--- src/rtl/uart_result_sender.sv ---
// uart_result_sender: formats the SAD match result as ASCII and sends it as 8N1 UART.
// The state counters run one cycle ahead of TX, which is registered from them.
// This gives the one-cycle accept-to-start-bit latency with no extra timing state.
module uart_result_sender #(
  parameter int CLKS_PER_BIT = 434
) (
  input  logic       clock,
  input  logic       reset,
  input  logic [1:0] UARTsend,
  input  logic [8:0] currentRow,
  output logic       TX,
  output logic       busy,
  output logic       UARTsendComplete
);

  typedef enum logic [2:0] {
    S_IDLE,
    S_START,
    S_DATA,
    S_STOP,
    S_DONE
  } state_t;

  localparam logic [15:0] BAUD_LAST = 16'(CLKS_PER_BIT - 1);

  state_t      state_q, state_d;
  logic [15:0] baud_q, baud_d;
  logic [2:0]  bit_q, bit_d;
  logic [2:0]  byte_q, byte_d;
  logic [1:0]  code_q, code_d;
  logic [8:0]  row_q, row_d;
  logic        tx_q, tx_d;
  logic        busy_q, busy_d;
  logic        done_q, done_d;

  logic        accept;
  logic        baud_tc;
  logic        is_match;
  logic [2:0]  last_byte;
  logic [9:0]  row_ext, q10, q100, units, tens;
  logic [7:0]  cur_byte;

  assign is_match  = (code_q == 2'd1);
  assign last_byte = is_match ? 3'd5 : 3'd2;
  assign baud_tc   = (baud_q == BAUD_LAST);
  // busy_q is still high in the completion cycle, so a request seen then is dropped.
  assign accept    = (state_q == S_IDLE) && !busy_q &&
                     ((UARTsend == 2'd1) || (UARTsend == 2'd2));

  // Decimal digits of the latched row, settled long before the hundreds byte is sent.
  always_comb begin
    row_ext = {1'b0, row_q};
    q10     = row_ext / 10'd10;
    q100    = row_ext / 10'd100;
    units   = row_ext - q10 * 10'd10;
    tens    = q10 - q100 * 10'd10;
  end

  // Select the message byte currently being shifted out.
  always_comb begin
    cur_byte = 8'h0A;
    if (is_match) begin
      case (byte_q)
        3'd0:    cur_byte = 8'h4D;
        3'd1:    cur_byte = 8'(10'd48 + q100);
        3'd2:    cur_byte = 8'(10'd48 + tens);
        3'd3:    cur_byte = 8'(10'd48 + units);
        3'd4:    cur_byte = 8'h0D;
        default: cur_byte = 8'h0A;
      endcase
    end else begin
      case (byte_q)
        3'd0:    cur_byte = 8'h4E;
        3'd1:    cur_byte = 8'h0D;
        default: cur_byte = 8'h0A;
      endcase
    end
  end

  // Next-state, counter and output computation.
  always_comb begin
    state_d = state_q;
    baud_d  = baud_q;
    bit_d   = bit_q;
    byte_d  = byte_q;
    code_d  = code_q;
    row_d   = row_q;
    case (state_q)
      S_IDLE: begin
        if (accept) begin
          code_d  = UARTsend;
          row_d   = currentRow;
          baud_d  = 16'd0;
          bit_d   = 3'd0;
          byte_d  = 3'd0;
          state_d = S_START;
        end
      end
      S_START: begin
        baud_d = baud_tc ? 16'd0 : baud_q + 16'd1;
        if (baud_tc) begin
          bit_d   = 3'd0;
          state_d = S_DATA;
        end
      end
      S_DATA: begin
        baud_d = baud_tc ? 16'd0 : baud_q + 16'd1;
        if (baud_tc) begin
          if (bit_q == 3'd7) state_d = S_STOP;
          else               bit_d   = bit_q + 3'd1;
        end
      end
      S_STOP: begin
        baud_d = baud_tc ? 16'd0 : baud_q + 16'd1;
        if (baud_tc) begin
          if (byte_q == last_byte) begin
            state_d = S_DONE;
          end else begin
            byte_d  = byte_q + 3'd1;
            state_d = S_START;
          end
        end
      end
      S_DONE:  state_d = S_IDLE;
      default: state_d = S_IDLE;
    endcase

    case (state_q)
      S_START: tx_d = 1'b0;
      S_DATA:  tx_d = cur_byte[bit_q];
      default: tx_d = 1'b1;
    endcase
    busy_d = (state_q != S_IDLE);
    done_d = (state_q == S_DONE);
  end

  // All state and output registers, synchronous reset.
  always_ff @(posedge clock) begin
    if (reset) begin
      state_q <= S_IDLE;
      baud_q  <= 16'd0;
      bit_q   <= 3'd0;
      byte_q  <= 3'd0;
      code_q  <= 2'd0;
      row_q   <= 9'd0;
      tx_q    <= 1'b1;
      busy_q  <= 1'b0;
      done_q  <= 1'b0;
    end else begin
      state_q <= state_d;
      baud_q  <= baud_d;
      bit_q   <= bit_d;
      byte_q  <= byte_d;
      code_q  <= code_d;
      row_q   <= row_d;
      tx_q    <= tx_d;
      busy_q  <= busy_d;
      done_q  <= done_d;
    end
  end

  assign TX               = tx_q;
  assign busy             = busy_q;
  assign UARTsendComplete = done_q;

endmodule

--- config.mk ---
export PLATFORM = sky130hd
export DESIGN_NAME = uart_result_sender
export DESIGN_NICKNAME = d
export VERILOG_FILES = /design/src/rtl/uart_result_sender.sv
export SDC_FILE = /design/constraint.sdc
export NUM_CORES = 1
export LEC_CHECK = 0
export ABC_AREA = 1
export CAP_MARGIN = 20
export CORE_ASPECT_RATIO = 0.7
export CORE_MARGIN = 4
export CORE_UTILIZATION = 45
export CTS_BUF_LIST = sky130_fd_sc_hd__clkbuf_16
export CTS_CLUSTER_SIZE = 40
export DETAILED_ROUTE_END_ITERATION = 10
export SLEW_MARGIN = 15
export SYNTH_ARGS = -nofsm -noshare
export SYNTH_HDL_FRONTEND = slang
export SYNTH_SLANG_ARGS = --single-unit
--- constraint.sdc ---
create_clock -name clock -period 12.1 [get_ports clock]
set_clock_uncertainty 0.15 [all_clocks]
set_input_delay 2.42 -clock clock [delete_from_list [all_inputs] [get_ports clock]]
set_output_delay 2.42 -clock clock [all_outputs]
set_load 0.01 [all_outputs]
# ---- Word-level counts from Yosys, hierarchy flattened
# Index checks and enable logic that the tools add are counted.
dict set report op_classes {
  n_reduce_logical 16
  n_lt_le_gt_ge 1
  n_eq_ne 21
  add_sub_neg 8
  n_mul 2
  div 2
  mux 25
}
# cell n
set ops {}
lappend ops {{case mux 8 bit (5 select lines)} 1}
lappend ops {{two-way mux 3 bit} 13}
lappend ops {{two-way mux 16 bit} 2}
lappend ops {{case mux 16 bit (2 select lines)} 1}
lappend ops {{adder 6 x 8 -> 8 bit (first input constant)} 3}
lappend ops {{multiplier 10 x 3 -> 7 bit (second input constant)} 2}
lappend ops {{adder 16 x 1 -> 16 bit (second input constant)} 1}
lappend ops {{== test 16 x 9 -> 1 bit (second input constant)} 1}
lappend ops {{subtractor 8 bit} 2}
lappend ops {{!= test 2 bit (second input constant)} 7}
lappend ops {{case mux 7 bit (2 select lines)} 1}
lappend ops {{== test 3 x 2 -> 1 bit (second input constant)} 4}
lappend ops {{case mux 3 bit (4 select lines)} 1}
lappend ops {{divider 9 x 4 -> 10 bit (second input constant)} 1}
lappend ops {{divider 9 x 7 -> 10 bit (second input constant)} 1}
lappend ops {{AND reduction 5 bit} 2}
lappend ops {{== test 3 bit (second input constant)} 3}
lappend ops {{case mux 3 bit (3 select lines)} 1}
lappend ops {{two-way mux 8 bit} 1}
lappend ops {{adder 3 x 1 -> 3 bit (second input constant)} 2}
lappend ops {{== test 3 x 1 -> 1 bit (second input constant)} 2}
lappend ops {{zero test 3 bit} 2}
lappend ops {{case mux 3 bit (2 select lines)} 1}
lappend ops {{nonzero test 3 bit} 2}
lappend ops {{14 further kinds} 18}
dict set report word_totals {
  input_bits 13
  ff_bits 39
  out_inout_bits 3
  wordCells 84
}

# ---- Depth between registers and ports, before layout
dict set report depth {
  ltp_word 9
  depth_mapped 48
}

# ---- Worst setup path before layout
# No wires, ideal clock.
dict set report synth_timing {
  path_kind {reg2reg}
  start {register row_q[8]}
  end {register tx_q, in the netlist TX}
  setup_time_ns 0.113
  stages_incl_launch_ff 47
  n_path_buf 1
  t_arrival_ns 4.621
  required_time_ns 11.837
  path_slack_ns 7.216
  cell_sequence {dfxtp_1 buf_6 nand2_2 nand2_1 nand2_2 nand2_1 and2_4 nor2_2 inv_2 nand2_2 nand2_2 nand2_2 inv_2 nand2_4 nand2_4 nand2_2 nand2_2 inv_2 (+11 left out) inv_1 ha_1 inv_1 ha_1 inv_1 nor2_1 nor2_1 inv_1 a21oi_1 nand2_1 nand2_1 nand2_1 a31oi_1 o21ai_0 o211ai_1 nand2_1 nand2_1 nand2_1}
}
dict set report synth_via {
  elab_chain_cells 9
}
# element line
set synth_lines {}
lappend synth_lines {{start, declared} 31} ;# logic [8:0] row_q, row_d;
lappend synth_lines {{start signal, assigned} 155} ;# row_q <= row_d;
lappend synth_lines {{divider 9 x 4 -> 10 bit or divider 9 x 7 -> 10 bit (tied branches)} {53, 54}}
lappend synth_lines {{multiplier 10 x 3 -> 7 bit (on tied branches)} {55, 56}}
lappend synth_lines {{subtractor 8 bit (on tied branches)} {55, 56}}
lappend synth_lines {{adder 6 x 8 -> 8 bit (on tied branches)} {67, 66}}
lappend synth_lines {{case mux 8 bit (5 select lines) *} 63} ;# case (byte_q)
lappend synth_lines {{two-way mux 8 bit *} 62} ;# if (is_match) begin
lappend synth_lines {{binary-select mux 1 bit (select 3 bit) *} 130} ;# S_DATA: tx_d = cur_byte[bit_q];
lappend synth_lines {{two-way mux 1 bit (not written as such) *} 130}
lappend synth_lines {{case mux 1 bit (2 select lines) *} 128} ;# case (state_q)
lappend synth_lines {{end signal, assigned} 156} ;# tx_q <= tx_d;
lappend synth_lines {{end, declared} 32} ;# logic tx_q, tx_d;
# Every way passes the cells marked *; elsewhere a longest branch is shown, timed or not. The select of a mux whose other input is x is not followed.
# A chain may end at the register's enable or synchronous reset.

# ---- Final worst setup path
dict set report layout_timing {
  start {register row_q[6]}
  end {register tx_q, in the netlist TX}
}
# The elaborated chain is that of the path after synthesis.

==> metrics <==
status complete, no violations; worst hold stages 2; placed cells 614; area of the multi-input gates 0.00224 mm^2; hold violation count in the final report 0; Worst-path clk slew 0.06 ns; largest net degree at the start of global routing 21; Vias 3169; post-synthesis register bit count 39; setup TNS 0 ns; CTS Buf Count 5; RR Endpoint TX$_SDFF_PP1_; Nets 577; syn_nets 559; crit path kind reg2reg; final period utilization 45.2%; Boundary Pins 16; max cap viols 0; post-CTS setup buffer count 0; gate count of the mapped netlist 505; CP Max Fanout 8; Slew headroom 51.0%; CTS tree built; FILL cells 750; register area share after synthesis 22.9%; vias in the first global route 2929; Starting DRT DRC Count 102; distinct cell type count after synthesis 45; Worst Path Arrival 5.49 ns; Worst Hold End code_q[0]$_SDFFE_PP0P_; Chip Height 80.8 um; first-pass GRT wire length 13.8 mm; Setup WS pre-CTS 6.62 ns; fin cells 621; clk_lat worst skew 0.28 ns; most common library cell in the layout ignoring fill and taps inv_1; hold path start code_q[0]$_SDFFE_PP0P_; die width 112 um; most frequent cells in the layout inv_1, nand2_1, a21oi_1, nor2_1, dfxtp_1; count of final max-slew check failures 0; CP max-delay cell dfxtp_1; synth warn 0; routed wire length 8.05 mm; Post-DP HPWL 6.58 mm; Rows 26; Initial Util 46.6%; H-tree levels 2; hold_buf cts 0; initial antenna violation count 0; Mapped Area 0.00341 mm^2; layout cells sized above 1 8.80%; post_cts resized 0; # diodes 0; drt wl/cell 13.0 um; post-route setup slack 6.63 ns; core area 0.00732 mm^2; crit-path most repeated cell nand2_1; Sink Count 39; syn_area_per_cell 6.75 um^2; IO Port Bufs 15; Hold Crit Class reg2reg; Via density 5.10; critical path startpoint category register; CTS Root Cell clkbuf_16; type of destination of the critical path register; Layout area overhead 12.2%; final setup fails 0; DRC 0; Post-DRT Antenna Nets 0; R2R setup slack 6.63 ns; die area 0.00906 mm^2; gr ovfl total 0; final core utilization 52.3%; Slew @ Worst Pin 0.728 ns; Worst path max stage delay 0.52 ns; RSZ-0062 raised after global routing false; WP data required 12.12 ns; Max Root-Sink Buffers 2; fmax 183 MHz; worst r2r src row_q[6]$_SDFFE_PP0P_; Total Routing Usage GR 18.7%; drt pass-1 iters 4; r2r worst-path depth 45; FF/Latch Area 781 um^2; min Tclk post-route 5.47 ns; routability congestion estimate 0.946
worst max-delay path: cells and delay by family (launching register included):
kind | cells | cell delay [ns]
AOI/OAI and AO/OA | 5 | 0.52
adders and majority gates | 6 | 1.62
buffers and inverters | 10 | 0.65
DFF | 1 | 0.52
and+or+nand+nor | 24 | 1.89
synthesized netlist by cell type (all sizes together):
library cell,instances,area [um^2]
a211oi,6,45.0
a21o,1,7.51
a21oi,55,287
a221oi,1,8.76
a22oi,1,7.51
a31oi,5,31.3
and2,1,8.76
and3,1,6.26
buf,2,15.0
clkbuf,3,11.3
clkinv,2,7.51
dfxtp,39,781
fa,4,80.1
ha,37,463
inv,94,353
nand2,90,413
nand3,24,155
nand4,7,43.8
nor2,52,200
nor3,14,70.1
nor3b,2,15.0
nor4,5,31.3
o2111ai,1,8.76
o211a,1,10.0
o211ai,3,22.5
o21a,3,22.5
o21ai,34,174
o21bai,2,18.8
o221ai,1,8.76
o22ai,4,25.0
o31ai,2,15.0
o41ai,1,8.76
or2,2,12.5
xnor2,1,8.76
xor2,4,35.0
flip-flops by register name (all words and copies together) (netlist names):
register,cells
byte_q,3
state_q,3
UARTsendComplete,1
baud_q,16
busy,1
row_q,9
TX,1
code_q,2
bit_q,3
kinds of logic after synthesis:
logic type / synth area share [%]
adders and majority gates: 15.9
AOI/OAI and AO/OA: 20.5
buffers and inverters: 11.3
xor gates and xnor gates: 1.28
and+or+nand+nor: 28.0
DFF: 22.9
layer usage:
layer / up-vias / wire length (um) / track usage [%]
met5: - / 0 / 0
met4: 0 / 0 / 2.52
met3: 0 / 588 / 6.18
met2: 57 / 2990 / 25.5
met1: 1397 / 4470 / 28.7
li1: 1715 / - / -
area by class of cell:
| cell class | count | area share (%) |
|---|---|---|
| multi-input cells | 365 | 58.6 |
| flip-flops and latches | 39 | 20.4 |
| inverters | 96 | 9.41 |
| repair buffers | 16 | 4.12 |
| clock buffers | 5 | 3.27 |
| well taps | 98 | 3.20 |
| clock inverters | 2 | 0.981 |
metrics by stage:
stage	area, um^2	hold slack [ns]
5_1_grt	3830	0.367
6_report	3830	0.321
3_5_place_dp	3660	0.309
2_1_floorplan	3410	0.291
3_3_place_gp	3660	0.301
4_1_cts	3830	0.319
worst max-delay path by stage:
stage | end | slack, ns | start | cells past startpoint
2_1_floorplan | TX$_SDFF_PP1_ | 7.22 | row_q[8]$_SDFFE_PP0P_ | 46
3_3_place_gp | TX$_SDFF_PP1_ | 6.72 | row_q[6]$_SDFFE_PP0P_ | 45
3_5_place_dp | TX$_SDFF_PP1_ | 6.62 | row_q[6]$_SDFFE_PP0P_ | 45
4_1_cts | TX$_SDFF_PP1_ | 6.61 | row_q[6]$_SDFFE_PP0P_ | 45
5_1_grt | TX$_SDFF_PP1_ | 5.99 | row_q[6]$_SDFFE_PP0P_ | 45
6_report | TX$_SDFF_PP1_ | 6.63 | row_q[6]$_SDFFE_PP0P_ | 45
Power is not shown: default switching activity piles up to over one toggle a cycle in this logic, so the estimate is an artifact.
